### config.mk
export PLATFORM = sky130hd
export DESIGN_NAME = pc_sequencer
export DESIGN_NICKNAME = d
export VERILOG_FILES = /design/src/rtl/pc_seq_pkg.sv /design/src/rtl/ras_stack.sv /design/src/rtl/pc_sequencer.sv
export SDC_FILE = /design/constraint.sdc
export NUM_CORES = 1
export LEC_CHECK = 0
export ABC_AREA = 1
export CAP_MARGIN = 30
export CORE_MARGIN = 1.5
export CORE_UTILIZATION = 45
export DETAILED_ROUTE_END_ITERATION = 8
export PLACE_DENSITY = 0.74
export SYNTH_ARGS = -nofsm -noshare
export SYNTH_HDL_FRONTEND = slang
export SYNTH_SLANG_ARGS = --single-unit
export TNS_END_PERCENT = 50
### constraint.sdc
create_clock -name clk -period 5.6 [get_ports clk]
set_input_delay 0.84 -clock clk [delete_from_list [all_inputs] [get_ports clk]]
set_output_delay 0.84 -clock clk [all_outputs]
set_load 0.02 [all_outputs]
### src/rtl/pc_seq_pkg.sv
// rtl/pc_seq_pkg.sv - shared types and defaults for the program-counter sequencer
package pc_seq_pkg;

    localparam int DEF_D         = 10;
    localparam int DEF_RAS_DEPTH = 4;

    typedef enum logic [1:0] {
        IDLE = 2'd0,
        RUN  = 2'd1,
        HALT = 2'd2
    } state_t;

endpackage

### src/rtl/ras_stack.sv
// rtl/ras_stack.sv - return-address LIFO; push when full and pop when empty are no-ops
module ras_stack
    import pc_seq_pkg::*;
#(
    parameter int D     = DEF_D,
    parameter int DEPTH = DEF_RAS_DEPTH
) (
    input  logic         clk,
    input  logic         reset,
    input  logic         push,
    input  logic         pop,
    input  logic [D-1:0] wdata,
    output logic [D-1:0] rdata,
    output logic         full,
    output logic         empty
);

    localparam int AW = $clog2(DEPTH);
    localparam int PW = AW + 1;

    logic [D-1:0]  mem [DEPTH];
    logic [PW-1:0] ptr;
    logic [AW-1:0] top_idx;

    assign full    = (ptr == PW'(DEPTH));
    assign empty   = (ptr == '0);
    assign top_idx = AW'(ptr - PW'(1));
    assign rdata   = mem[top_idx];

    // Entries are not cleared on reset; an empty pointer makes them unreachable.
    always_ff @(posedge clk) begin
        if (reset) begin
            ptr <= '0;
        end else if (pop && !empty) begin
            ptr <= ptr - PW'(1);
        end else if (push && !full) begin
            mem[ptr[AW-1:0]] <= wdata;
            ptr              <= ptr + PW'(1);
        end
    end

endmodule

### src/rtl/pc_sequencer.sv
// rtl/pc_sequencer.sv - fetch-stage PC register, next-PC select and start/halt control
module pc_sequencer
    import pc_seq_pkg::*;
#(
    parameter int D         = DEF_D,
    parameter int RAS_DEPTH = DEF_RAS_DEPTH
) (
    input  logic         clk,
    input  logic         reset,
    input  logic         start,
    input  logic         stall,
    input  logic         halt,
    input  logic         jump,
    input  logic         branch,
    input  logic         cond,
    input  logic         call,
    input  logic         ret,
    input  logic [3:0]   idx,
    output logic [3:0]   lut_addr,
    input  logic [D-1:0] lut_target,
    output logic [D-1:0] pc,
    output logic         running,
    output logic         done,
    output logic         ras_err
);

    state_t       state;
    logic         advance;
    logic         do_push;
    logic         do_pop;
    logic [D-1:0] pc_inc;
    logic [D-1:0] ras_rdata;
    logic         ras_full;
    logic         ras_empty;

    assign lut_addr = idx;
    assign pc_inc   = pc + D'(1);
    assign advance  = (state == RUN) && !stall && !halt;
    // ret outranks call, so a simultaneous call never pushes.
    assign do_pop   = advance && ret;
    assign do_push  = advance && !ret && call;

    ras_stack #(
        .D     (D),
        .DEPTH (RAS_DEPTH)
    ) u_ras (
        .clk   (clk),
        .reset (reset),
        .push  (do_push),
        .pop   (do_pop),
        .wdata (pc_inc),
        .rdata (ras_rdata),
        .full  (ras_full),
        .empty (ras_empty)
    );

    always_ff @(posedge clk) begin
        if (reset) begin
            state   <= IDLE;
            pc      <= '0;
            running <= 1'b0;
            done    <= 1'b0;
            ras_err <= 1'b0;
        end else begin
            case (state)
                IDLE, HALT: begin
                    if (start) begin
                        state   <= RUN;
                        pc      <= '0;
                        running <= 1'b1;
                        done    <= 1'b0;
                    end
                end
                RUN: begin
                    if (!stall) begin
                        if (halt) begin
                            state   <= HALT;
                            running <= 1'b0;
                            done    <= 1'b1;
                        end else if (ret) begin
                            if (ras_empty) begin
                                ras_err <= 1'b1;
                                pc      <= pc_inc;
                            end else begin
                                pc <= ras_rdata;
                            end
                        end else if (call) begin
                            if (ras_full) ras_err <= 1'b1;
                            pc <= lut_target;
                        end else if (jump || (branch && cond)) begin
                            pc <= lut_target;
                        end else begin
                            pc <= pc_inc;
                        end
                    end
                end
                default: begin
                    state   <= IDLE;
                    running <= 1'b0;
                    done    <= 1'b0;
                end
            endcase
        end
    end

endmodule

==> impl_results.md <==
- Worst IR Drop VDD: 0.1492 mV
- Pwr dens: 268.3 nW/um2
- Worst-margin pin slew: 897.9 ps
- Yosys top cell by area: edfxtp_1
- Initial antenna violation count: 0
- Reg2reg path depth: 5
- CP Data Required Time: 5560 ps
- Reg2reg start: u_ras.ptr[0]
- CP Data Arrival Time: 3090 ps
- Die area: 7175 um2
- Post-synth EDFFs: 40
- Core Area: 6386 um2
- Syn_area_per_cell: 8.462 um2
- Gr usage total: 0.2117
- Layout Skew: 5.553 ps
- Num CTS Buffers: 9
- DRC violations left: 0
- First-pass GRT wire length: 11420 um
- Worst Setup SP: u_ras.ptr[0]
- Post-route minimum period: 3126 ps
- N_diodes: 0
- Status: completed
- CP endpoint kind: flip-flop
- Synth Flop Type: edfxtp_1
- Port bufs: 32
- Crit start category: flip-flop
- Worst skew pair latency: 340 ps
- Mapped Nets: 385
- Max Cap Violations: 0
- Pre-Repair DR Iteration Count: 4
- Initial core utilization: 0.4704
- Post-CTS Setup Repair Bufs: 0
- Die Ht: 84.71 um
- F_max: 319.9 MHz
- Type of the worst min-delay path: flip-flop to flip-flop
- Worst hold slack: 471.7 ps
- Gpl congestion: 0.9373
- CTS tree: yes
- DR WL met3: 498 um
- Vias per cell: 5.295
- Synth top area share: 0.3998
- Crit path to: u_ras.mem[3][2]
- Register bit total from synthesis: 58
- Total wire length: 7104 um
- Maximum buffer depth of the clock tree: 2
- Vias in the first global route: 2367
- Die Wd: 84.71 um
- Slew margin rel.: 0.4006
- IO Pins: 41
- Setup Total Neg Slack: 0 ps
- Count leader, synth: nand2_1
- Netlist cell types: 31
- ANT nets after route: 0
- R2R Path End: u_ras.mem[3][2]
- Synth cell count leaders: nand2_1, edfxtp_1, nand3_1
- RSZ-0062 raised after global routing: false
- Ranking of synthesized cells by area: edfxtp_1, nand2_1, dfxtp_1
- Leakage power: 0.001367 uW
- Resize count post-CTS: 0
- Seq/Total Area, Yosys: 0.5198
- WS Path Type: flip-flop to flip-flop
- Period utilisation layout: 0.5583
- Fill count: 597
- YS warnings: 0
- Setup-failing EPs final: 0
- Clk pin slew, worst setup/hold paths: 70 ps
- Gr ovfl total: 0
- Detailed Place HPWL: 5343 um
- R2R Setup Slk: 2470 ps
- Drt wl/cell: 15.28 um
- Hold Buf Count CTS: 0
- Clk sinks: 58
- Iter 0 DRT Violations: 138
- Top routing layer in use: met4
- Cells after Synth: 355
- Share of cells above drive strength 1: 0.1031
- Post-Route M1 WL: 2919 um
- Layout Nets: 413
- Routed met2 length: 3486 um
- Synthesis-to-layout area growth: 17.41%
- Async SR Flop Fraction: 0
- Final Hold Viols: 0
- Count of pins over their slew limit: 0
- CTS root buf: clkbuf_8
- Post-Syn Area: 3004 um2
- Cell Rows: 29
- Via count: 2462
- Largest net degree at the start of global routing: 26
- Worst-path fanout max: 25
- H-tree depth: 3
-- kinds of logic (layout without fill, tap and decap cells) --
group | Yosys count | after routing | share of synthesized area
DFF | 58 | 58 | 0.5198
AOI/OAI and AO/OA | 48 | 48 | 0.09246
and+or+nand+nor | 191 | 191 | 0.2786
buffers and inverters | 52 | 85 | 0.08413
adders and majority gates | 6 | 6 | 0.02499
-- metrics by stage --
stage	area [um2]	power [uW]	utilization	cells	worst slack, ps
after floorplan	3004	513.9	-	355	3318
after global placement	3309	535.4	0.5182	449	2541
after detailed placement	3309	536.4	0.5182	449	2451
after CTS	3527	952.2	0.5523	465	2440
after global routing	3527	976.8	0.5523	465	2180
final	3527	946.3	0.5523	465	2474
-- worst min path at each step --
stage                     to     start  cells after the start
finish              state[1]  state[1]                      2
floorplan           state[1]  state[1]                      2
global placement     running   running                      2
CTS                 state[1]  state[1]                      2
global route            done      done                      2
detailed placement  state[1]  state[1]                      2
-- where the power goes --
group          leakage (uW)  total (uW)  switching (uW)  internal, uW
Sequential         0.000502         462            4.10           458
Clock              0.000105         419             170           249
Combinational      0.000760        65.7            37.7          27.9
Total               0.00137         946             212           735
-- cell usage in the layout (no fill, tap or decap), drive strengths merged --
| master | instances |
|---|---|
| clkdlybuf4s50 | 32 |
| nand3 | 39 |
| nor2 | 32 |
| or3 | 1 |
| clkinvlp | 2 |
| o21ai | 13 |
| or2 | 2 |
| nand3b | 1 |
| clkinv | 3 |
| dfxtp | 18 |
| inv | 37 |
| nand2 | 111 |
| bufinv | 2 |
| nand4 | 5 |
| o211ai | 2 |
| a21oi | 32 |
| ha | 6 |
| o31ai | 1 |
| edfxtp | 40 |
| clkbuf | 9 |
-- sequential cells by signal (all words and copies together), names as in the netlist --
| register | flops |
|---|---|
| u_ras.mem | 40 |
| pc | 10 |
| u_ras.ptr | 3 |
| state | 2 |
| done | 1 |
| ras_err | 1 |
| running | 1 |
-- worst max-delay path, cell delays in order, from the launching register on --
cell	delay (ps)
dfxtp_1	910
inv_2	390
ha_1	370
a21oi_2	200
nand3_1	170
nor2_1	690
-- cell type report --
cell class	count	area, um2	share of cell area
multi-input combinational	245	1190	0.3374
sequential	58	1562	0.4427
inverter	37	141.4	0.04009
clock inverter	7	93.84	0.02661
tap	77	96.34	0.02731
timing repair buffer	32	320.3	0.09081
clock buffer	9	123.9	0.03512
-- metal layers --
layer / GRT usage / vias up
met5: 0 / -
met4: 0.1173 / 0
met2: 0.3499 / 91
met1: 0.2625 / 1123
li1: - / 1229
met3: 0.03736 / 19
Note: power is estimated with default switching activity, not from simulation.
